## src/rtl/tetris_input_pkg.sv

```systemverilog
// Shared key indices, repeat-state encoding and default timing for the Tetris
// key input path.
package tetris_input_pkg;

  localparam int NUM_KEYS  = 4;

  localparam int KEY_ROT   = 0;
  localparam int KEY_LEFT  = 1;
  localparam int KEY_RIGHT = 2;
  localparam int KEY_DOWN  = 3;

  localparam int DEF_DEBOUNCE_CYCLES = 250000;
  localparam int DEF_REPEAT_DELAY    = 12500000;
  localparam int DEF_REPEAT_RATE     = 5000000;
  localparam logic [NUM_KEYS-1:0] DEF_REPEAT_MASK = 4'b1110;

  typedef enum logic [1:0] {
    RPT_IDLE   = 2'd0,
    RPT_DELAY  = 2'd1,
    RPT_REPEAT = 2'd2
  } rpt_state_t;

  function automatic int max_int(input int a, input int b);
    return (a > b) ? a : b;
  endfunction

endpackage

```

## src/rtl/key_debounce.sv

```systemverilog
// One key: 2-flop synchronizer followed by a run-length debouncer. o_rise/o_fall
// flag the edge on which o_held is about to change, so a registered consumer
// lines up with the first cycle of the new level.
module key_debounce
  import tetris_input_pkg::*;
#(
  parameter int DEBOUNCE_CYCLES = DEF_DEBOUNCE_CYCLES
) (
  input  logic clk,
  input  logic srst,
  input  logic i_raw,
  output logic o_held,
  output logic o_rise,
  output logic o_fall
);

  localparam int CW = $clog2(DEBOUNCE_CYCLES + 1);
  localparam logic [CW-1:0] CNT_LAST = CW'(DEBOUNCE_CYCLES - 1);

  logic          r_sync1;
  logic          r_sync2;
  logic          r_held;
  logic [CW-1:0] r_cnt;
  logic [CW-1:0] w_cnt_next;
  logic          w_differs;
  logic          w_toggle;

  assign w_differs = (r_sync2 != r_held);
  assign w_toggle  = w_differs && (r_cnt == CNT_LAST);

  // Any agreeing sample restarts the run; the count holds at its last value.
  always_comb begin
    w_cnt_next = r_cnt;
    if (!w_differs || w_toggle) begin
      w_cnt_next = '0;
    end else if (r_cnt != CNT_LAST) begin
      w_cnt_next = r_cnt + 1'b1;
    end
  end

  always_ff @(posedge clk) begin
    if (srst) begin
      r_sync1 <= 1'b0;
      r_sync2 <= 1'b0;
      r_held  <= 1'b0;
      r_cnt   <= '0;
    end else begin
      r_sync1 <= i_raw;
      r_sync2 <= r_sync1;
      r_cnt   <= w_cnt_next;
      if (w_toggle) begin
        r_held <= ~r_held;
      end
    end
  end

  assign o_held = r_held;
  assign o_rise = w_toggle && !r_held;
  assign o_fall = w_toggle && r_held;

endmodule

```

## src/rtl/key_conditioner.sv

```systemverilog
// Debounces four game keys and turns presses into single-cycle action strobes,
// with optional per-key auto-repeat (IDLE -> DELAY -> REPEAT).
module key_conditioner
  import tetris_input_pkg::*;
#(
  parameter int DEBOUNCE_CYCLES = DEF_DEBOUNCE_CYCLES,
  parameter int REPEAT_DELAY    = DEF_REPEAT_DELAY,
  parameter int REPEAT_RATE     = DEF_REPEAT_RATE,
  parameter logic [NUM_KEYS-1:0] REPEAT_MASK = DEF_REPEAT_MASK
) (
  input  logic                clock,
  input  logic                reset,
  input  logic [NUM_KEYS-1:0] key_raw,
  output logic [NUM_KEYS-1:0] pulse,
  output logic [NUM_KEYS-1:0] held
);

  localparam int TW = $clog2(max_int(REPEAT_DELAY, REPEAT_RATE) + 1);
  localparam logic [TW-1:0] DELAY_LAST = TW'(REPEAT_DELAY - 1);
  localparam logic [TW-1:0] RATE_LAST  = TW'(REPEAT_RATE - 1);
  localparam logic [TW-1:0] TIMER_MAX  = '1;

  for (genvar gi = 0; gi < NUM_KEYS; gi++) begin : g_key
    logic          w_rise;
    logic          w_fall;
    rpt_state_t    r_state;
    rpt_state_t    w_state_next;
    logic [TW-1:0] r_timer;
    logic [TW-1:0] w_timer_next;
    logic [TW-1:0] w_timer_inc;
    logic          w_delay_hit;
    logic          w_rate_hit;
    logic          r_pulse;
    logic          w_pulse_next;

    key_debounce #(
      .DEBOUNCE_CYCLES(DEBOUNCE_CYCLES)
    ) u_debounce (
      .clk   (clock),
      .srst  (reset),
      .i_raw (key_raw[gi]),
      .o_held(held[gi]),
      .o_rise(w_rise),
      .o_fall(w_fall)
    );

    assign w_delay_hit = (r_timer == DELAY_LAST);
    assign w_rate_hit  = (r_timer == RATE_LAST);
    assign w_timer_inc = (r_timer == TIMER_MAX) ? r_timer : r_timer + 1'b1;

    always_ff @(posedge clock) begin
      if (reset) begin
        r_state <= RPT_IDLE;
        r_timer <= '0;
        r_pulse <= 1'b0;
      end else begin
        r_state <= w_state_next;
        r_timer <= w_timer_next;
        r_pulse <= w_pulse_next;
      end
    end

    // Unmasked keys never leave IDLE, so they strobe once per press.
    always_comb begin
      w_state_next = r_state;
      w_timer_next = r_timer;
      unique case (r_state)
        RPT_IDLE: begin
          if (w_rise && REPEAT_MASK[gi]) begin
            w_state_next = RPT_DELAY;
            w_timer_next = '0;
          end
        end
        RPT_DELAY: begin
          if (w_delay_hit) begin
            w_state_next = RPT_REPEAT;
            w_timer_next = '0;
          end else begin
            w_timer_next = w_timer_inc;
          end
        end
        RPT_REPEAT: begin
          w_timer_next = w_rate_hit ? '0 : w_timer_inc;
        end
        default: begin
          w_state_next = RPT_IDLE;
          w_timer_next = '0;
        end
      endcase
      if (w_fall) begin
        w_state_next = RPT_IDLE;
        w_timer_next = '0;
      end
    end

    // A release landing on a repeat tick wins over the tick.
    always_comb begin
      w_pulse_next = 1'b0;
      unique case (r_state)
        RPT_IDLE:   w_pulse_next = w_rise;
        RPT_DELAY:  w_pulse_next = w_delay_hit;
        RPT_REPEAT: w_pulse_next = w_rate_hit;
        default:    w_pulse_next = 1'b0;
      endcase
      if (w_fall) begin
        w_pulse_next = 1'b0;
      end
    end

    assign pulse[gi] = r_pulse;
  end

endmodule
```

## config.mk

```make
export PLATFORM = sky130hd
export DESIGN_NAME = key_conditioner
export DESIGN_NICKNAME = d
export VERILOG_FILES = /design/src/rtl/tetris_input_pkg.sv /design/src/rtl/key_debounce.sv /design/src/rtl/key_conditioner.sv
export SDC_FILE = /design/constraint.sdc
export NUM_CORES = 1
export LEC_CHECK = 0
export ABC_AREA = 1
export ABC_CLOCK_PERIOD_IN_PS = 1600
export CAP_MARGIN = 20
export CORE_ASPECT_RATIO = 1.25
export CORE_UTILIZATION = 60
export CTS_BUF_LIST = sky130_fd_sc_hd__clkbuf_8
export CTS_CLUSTER_DIAMETER = 60
export DETAILED_ROUTE_END_ITERATION = 10
export DONT_BUFFER_PORTS = 1
export PLACE_DENSITY = 0.75
export SYNTH_ARGS = -nofsm -noshare
export SYNTH_HDL_FRONTEND = slang
export SYNTH_SLANG_ARGS = --single-unit
export TNS_END_PERCENT = 1
```

## constraint.sdc

```tcl
create_clock -name clock -period 1.6 [get_ports clock]
set_input_delay 0.24 -clock clock [delete_from_list [all_inputs] [get_ports clock]]
set_output_delay 0.24 -clock clock [all_outputs]
set_load 0.03 [all_outputs]
```

-- Word-level counts from Yosys, hierarchy flattened
Cells that the tools add are included.
Widths: inputs -> output; s select.
- add/sub/neg operators: 8
- equality and inequality tests: 39
- multiplexer cells: 34
- bitwise gates (word level): 8
- reductions and logical operators: 41
- operators with widths (cell ; count):
    $mux 24 ; 15
    $pmux 24 s3 ; 4
    $eq 24x24->1 const B ; 8
    $add 24x1->24 const B ; 4
    $eq 24x23->1 const B ; 4
    $add 18x1->18 const B ; 4
    $eq 18x18->1 const B ; 4
    $ne 18x18->1 const B ; 4
    $pmux 2 s3 ; 3
    $reduce_or 2->1 ; 9
    $mux 2 ; 7
    $ne 2x2->1 const B ; 7
    $logic_and 1x1->1 ; 12
    $pmux 1 s3 ; 4
    $reduce_and 3->1 ; 3
    $eq 2x1->1 const B ; 4
    $eq 2x2->1 const B ; 4
    $logic_not 1->1 ; 8
    $logic_not 2->1 ; 4
    $not 1->1 ; 8
    $logic_or 1x1->1 ; 4
    $ne 1x1->1 ; 4
    $pmux 2 s2 ; 1
    $reduce_and 2->1 ; 1
- register bits after elaboration: 192
- output and inout port bits: 8
- word-level logic and storage cells: 158

-- Longest topological paths before layout
- depth in word-level cells: 5
- gate-level depth with buffers: 13
- gate-level depth less buffers: 13

-- Modules after synthesis
From an unflattened synthesis, not the netlist that was laid out.
- cells, all modules: 1643
- area, all modules: 10327.4 µm²
- modules (own cells, without submodules) (module ; times used ; cells each ; area an instance (µm²) ; sequential area each (µm²)):
    key_conditioner ; 1 ; 967 ; 5863.1 ; 1641.6
    key_debounce ; 4 ; 169 ; 1116.1 ; 420.4

-- Worst setup path after synthesis
OpenSTA, ideal clock, no wires.
- kind: register -> register
- start point: register g_key[2].u_debounce.r_cnt[0]
- end point: register g_key[2].r_timer[2]
- library setup time: 0.119 ns
- arrival: 1.475 ns
- data required time: 1.481 ns
- setup slack: 0.005 ns
- stages on the path, launching flop included: 11
- clock period less this slack: 1.595 ns
- cell sequence: dfxtp_1 ha_1 nand3_1 inv_1 nand4_1 nand2_2 buf_6 buf_4 nand3_1 nand3_1 nor2_1
- word-level cells in the longest chain between the ends: 4
- elaborated cells between the ends (all ways): 6
- ends and longest elaborated chain (item ; RTL line ; text):
    start: declaration ; key_debounce.sv:23 ; logic [CW-1:0] r_cnt;
    start signal: assignment ; key_debounce.sv:50 ; r_cnt <= w_cnt_next;
    $eq 18x18->1 (*) ; key_debounce.sv:29 ; assign w_toggle = w_differs && (r_cnt == CNT_LAST);
    $logic_and 1x1->1 (*) ; key_debounce.sv:29 ;
    $logic_and 1x1->1 (on tied branches) ; key_debounce.sv:58, key_debounce.sv:59 ;
    $ne 2x2->1 (no line) or $reduce_or 2->1 (tied branches) ; -- ;
    end signal: assignment ; key_conditioner.sv:58 ; r_timer <= w_timer_next;
    end: declaration ; key_conditioner.sv:28 ; logic [TW-1:0] r_timer;
Mark *: on every way between the ends. The rest lies on a longest branch, timed or not.
A chain may end at the register's enable or synchronous reset.

-- Worst setup path after layout
- start point: register g_key[2].r_timer[16]
- end point: register g_key[2].r_timer[4]
- word-level cells in the longest chain between the ends: 4
- elaborated cells between the ends (all ways): 7
- ends and longest elaborated chain (item ; RTL line ; text):
    $eq 24x24->1 ; key_conditioner.sv:49 ; assign w_timer_inc = (r_timer == TIMER_MAX) ? r_timer : r_timer + 1'b1;
    $mux 24 ; key_conditioner.sv:49 ;
    $mux 24 (on tied branches) ; key_conditioner.sv:83, key_conditioner.sv:75 ;
    $pmux 24 s3 (*) ; key_conditioner.sv:67 ; unique case (r_state)
Marked as above.

==> results.tsv <==
stage	metric	value	unit
global_routing	grt_pass1_vias	9226	
timing	slew_headroom	70.6	%
power_and_ir_drop	pwr-share-clk	42.2	%
synth	ys_types	40	
setup_path	required	1.98	ns
final_layout	regArea	0.00336	sq mm
floorplanning	rows	52	
route	wl_per_cell	12.7	microns
setup_path	cp-end-kind	register	
clock_network	cts_buffers	17	
clock_network	clock-root-buffer	clkbuf_8	
clock_network	path_clk_slew	0.10	ns
global_routing	grtUsageTotal	27.3	%
floorplanning	ios	14	
final_layout	multi_input_area	0.00571	sq mm
timing	rsz0062_at_grt	yes	
synth	yosysWarnings	0	
route	drc	0	
setup_path	crit_path_cell_trace	nand2_2 > nor2_2 > inv_1 > nor2_4 > nand3_4 > buf_12 > buf_16 > nand3_1 > nand2_1 > inv_1 > nor2_1	
run	cap_violations	0	
final_layout	num-fill-cells	1212	
global_routing	antenna_found_initial	0	
setup_path	cp_common_cell	inv_1	
synth	ys_seq_area_share	33.7	%
final_layout	n_antenna_cell	0	
min_path	min_path_type	in2reg	
timing	timing.final.crit_share	114	%
power_and_ir_drop	switchingPower	1.94	mW
synth	synth-async-reset-ratio	0	%
synth	synth-edff-count	0	
timing	whs	0.0169	ns
final_layout	area_delta_synth_final	26.3	%
timing	finalSetupViolCount	70	
timing	worst_pin_slew	0.439	ns
route	vias	10200	
timing	max_freq	0.549	GHz
timing	slew_viol_final	0	
final_layout	finish.net_count	1744	
timing	fin_ws	-0.221	ns
power_and_ir_drop	p_leak	5.24	nW
synth	ys.flop_type	dfxtp_1	
placed_design	dp_hpwl	16100	microns
route	drt-vias-per-instance	5.24	
global_routing	grt_max_degree	48	
setup_path	critPathLaunchType	register	
setup_path	critPathMaxStageDelay	0.46	ns
floorplanning	coreArea	0.0161	sq mm
clock_network	h-tree-depth	4	
synth	syn_avg_cell_area	6.31	sq um
clock_network	clock_path_buffers	2	
floorplanning	die_area	0.0170	sq mm
floorplanning	die_w	117	microns
power_and_ir_drop	pwr-share-seq	55.4	%
global_routing	overflow	0	
power_and_ir_drop	power.density	601	mW/mm^2
setup_path	cp_max_fo	7	
status	status	finished, violations left	
timing	period_minus_slack	1.82	ns
power_and_ir_drop	pwr-share-comb	2.5	%
route	first_pass_iters	5	
power_and_ir_drop	swShare	25.9	%
global_routing	grt_pass1_wl	38200	microns
synth	ys_ff_latch	166	
clock_network	clock_latency	0.48	ns
final_layout	final_cells	1948	
setup_path	path_class	reg2reg	
synth	synthCells	1562	
placed_design	io_buffer_count	0	
synth	syn_nets	1587	
timing	hold_viol	0	
route	drt_iter0_drc	677	
clock_network	cts_tree	built	
setup_path	crit_arrival	2.21	ns
placed_design	place_ws	-0.125	ns
final_layout	layout-drive-gt1-share	22.3	%
final_layout	post-route-util	77.2	%
status	violations	setup timing	
clock_network	cts_sinks	166	
timing	fin_skew	0.0144	ns
power_and_ir_drop	peakVddDrop	546	uV
power_and_ir_drop	p_int	5.55	mW
route	wirelength	24700	microns
floorplanning	die_h	145	microns
route	antenna_left	0	
floorplanning	initial_utilization	61.1	%
placed_design	dpl.cell_count	1897	
synth	netlist_area	0.00986	sq mm
setup_path	crit_slowest_cell	dfxtp_1	
placed_design	gp_congestion	0.895	
cell usage in the layout (no fill, tap or decap), drive strengths merged, types with 6 or more instances in the layout:
cell / n
nor2: 276
o21a: 10
nand3b: 19
clkbuf: 22
inv: 273
nor4: 9
xor2: 18
buf: 172
xnor2: 6
dfxtp: 166
or2: 11
nand4: 31
o21ai: 15
nand3: 187
a21oi: 54
nand2: 359
ha: 19
clkinv: 6
nor3: 52
kinds of logic after synthesis:
logic type,count (synthesis),synth area share [%]
AO/OA/AOI/OAI,89,5.22
XOR/XNOR,24,2.13
adder cells (fa/ha/maj),19,2.41
buffers and inverters,309,13.4
flip-flops,166,33.7
AND/OR/NAND/NOR,955,43.1
synthesized netlist by cell type (2+ instances only):
master / number / share of area (%)
nor3b_1: 5 / 0.38
a21oi_1: 54 / 2.7
nor2_4: 3 / 0.34
inv_1: 258 / 9.8
xor2_1: 18 / 1.6
or2_2: 8 / 0.51
nor3_1: 49 / 2.5
buf_4: 17 / 1.3
buf_2: 15 / 0.76
nand2_1: 351 / 13
inv_2: 7 / 0.27
buf_6: 11 / 1.3
xnor2_1: 6 / 0.53
nand3b_1: 19 / 1.4
nor3_2: 3 / 0.30
o21bai_1: 5 / 0.38
nand4_1: 31 / 2.0
nor4_1: 8 / 0.51
a31oi_1: 3 / 0.19
o21a_1: 10 / 0.76
nand3_1: 183 / 9.3
o21ai_0: 12 / 0.61
nand3_2: 4 / 0.41
dfxtp_1: 166 / 34
nor2_2: 20 / 1.3
nand2_2: 8 / 0.51
ha_1: 19 / 2.4
and3_1: 4 / 0.25
nor2_1: 253 / 9.6
or2_0: 2 / 0.13
final cells by class:
cell class                      instances  share of cell area [%]
Tap cell                              216                    2.17
Inverter                              265                    7.99
Multi-Input combinational cell       1087                    45.9
Sequential cell                       166                    27.0
Clock buffer                           17                    1.88
Timing Repair Buffer                  182                    13.6
Clock inverter                         15                    1.46
timing repair:
item                                    in CTS  in global routing
gates cloned                                 2                  5
buffers inserted                             3                  4
endpoints found under the hold margin       10                  0
pin swaps                                    6                 30
hold buffers                                 5                  0
gates resized for setup                     48                120
endpoints found under the setup margin      84                134
power by group through the flow:
stage | registers [mW] | clock network [mW] | logic (mW)
2_1_floorplan | 4.24 | 0 | 0.103
3_3_place_gp | 4.24 | 0 | 0.159
3_5_place_dp | 4.24 | 0 | 0.162
4_1_cts | 4.15 | 3.21 | 0.177
5_1_grt | 4.15 | 3.37 | 0.202
6_report | 4.15 | 3.16 | 0.184
sequential cells by signal, summed over array words and instances (netlist names):
signal	flops
g_key.u_debounce.r_sync2	4
g_key.r_timer	72
g_key.u_debounce.o_held	4
g_key.u_debounce.r_cnt	72
g_key.r_state	6
g_key.r_pulse	4
g_key.u_debounce.r_sync1	4
critical path, delay by kind of cell (launching register included):
family	cells	cell delay (ns)
flip-flops	1	0.46
buffers and inverters	4	0.46
AND/OR/NAND/NOR	7	0.80
per-stage QoR:
| stage | TNS (ns) | instance area (sq um) | power, mW |
|---|---|---|---|
| after floorplan | 0 | 9860 | 4.35 |
| after global placement | -3.28 | 11100 | 4.40 |
| after detailed placement | -5.87 | 11100 | 4.40 |
| after CTS | -2.83 | 11900 | 7.54 |
| after global routing | -14.28 | 12400 | 7.72 |
| final | -6.56 | 12400 | 7.49 |
routing by layer:
layer | global-route usage, % | wire length, microns | up-vias
li1 | - | - | 5218
met1 | 32.9 | 10400 | 4575
met2 | 47.5 | 12200 | 333
met3 | 5.54 | 1280 | 83
met4 | 9.75 | 827 | 0
met5 | 0 | 0 | -
worst paths after layout:
check                                                             from                                       to  slack (ns)  cells past startpoint
worst min-delay path                                             reset  g_key[2].u_debounce.o_held$_SDFFE_PP0N_        0.02                      3
worst max register to register       g_key[2].r_timer[16]$_SDFFE_PP0P_         g_key[2].r_timer[4]$_SDFFE_PP0P_       -0.22                     11
worst max-delay path                 g_key[2].r_timer[16]$_SDFFE_PP0P_         g_key[2].r_timer[4]$_SDFFE_PP0P_       -0.22                     11
worst min register to register  g_key[2].u_debounce.r_sync1$_SDFF_PP0_   g_key[2].u_debounce.r_sync2$_SDFF_PP0_        0.42                      2
Note: power is estimated with default switching activity, not from simulation.
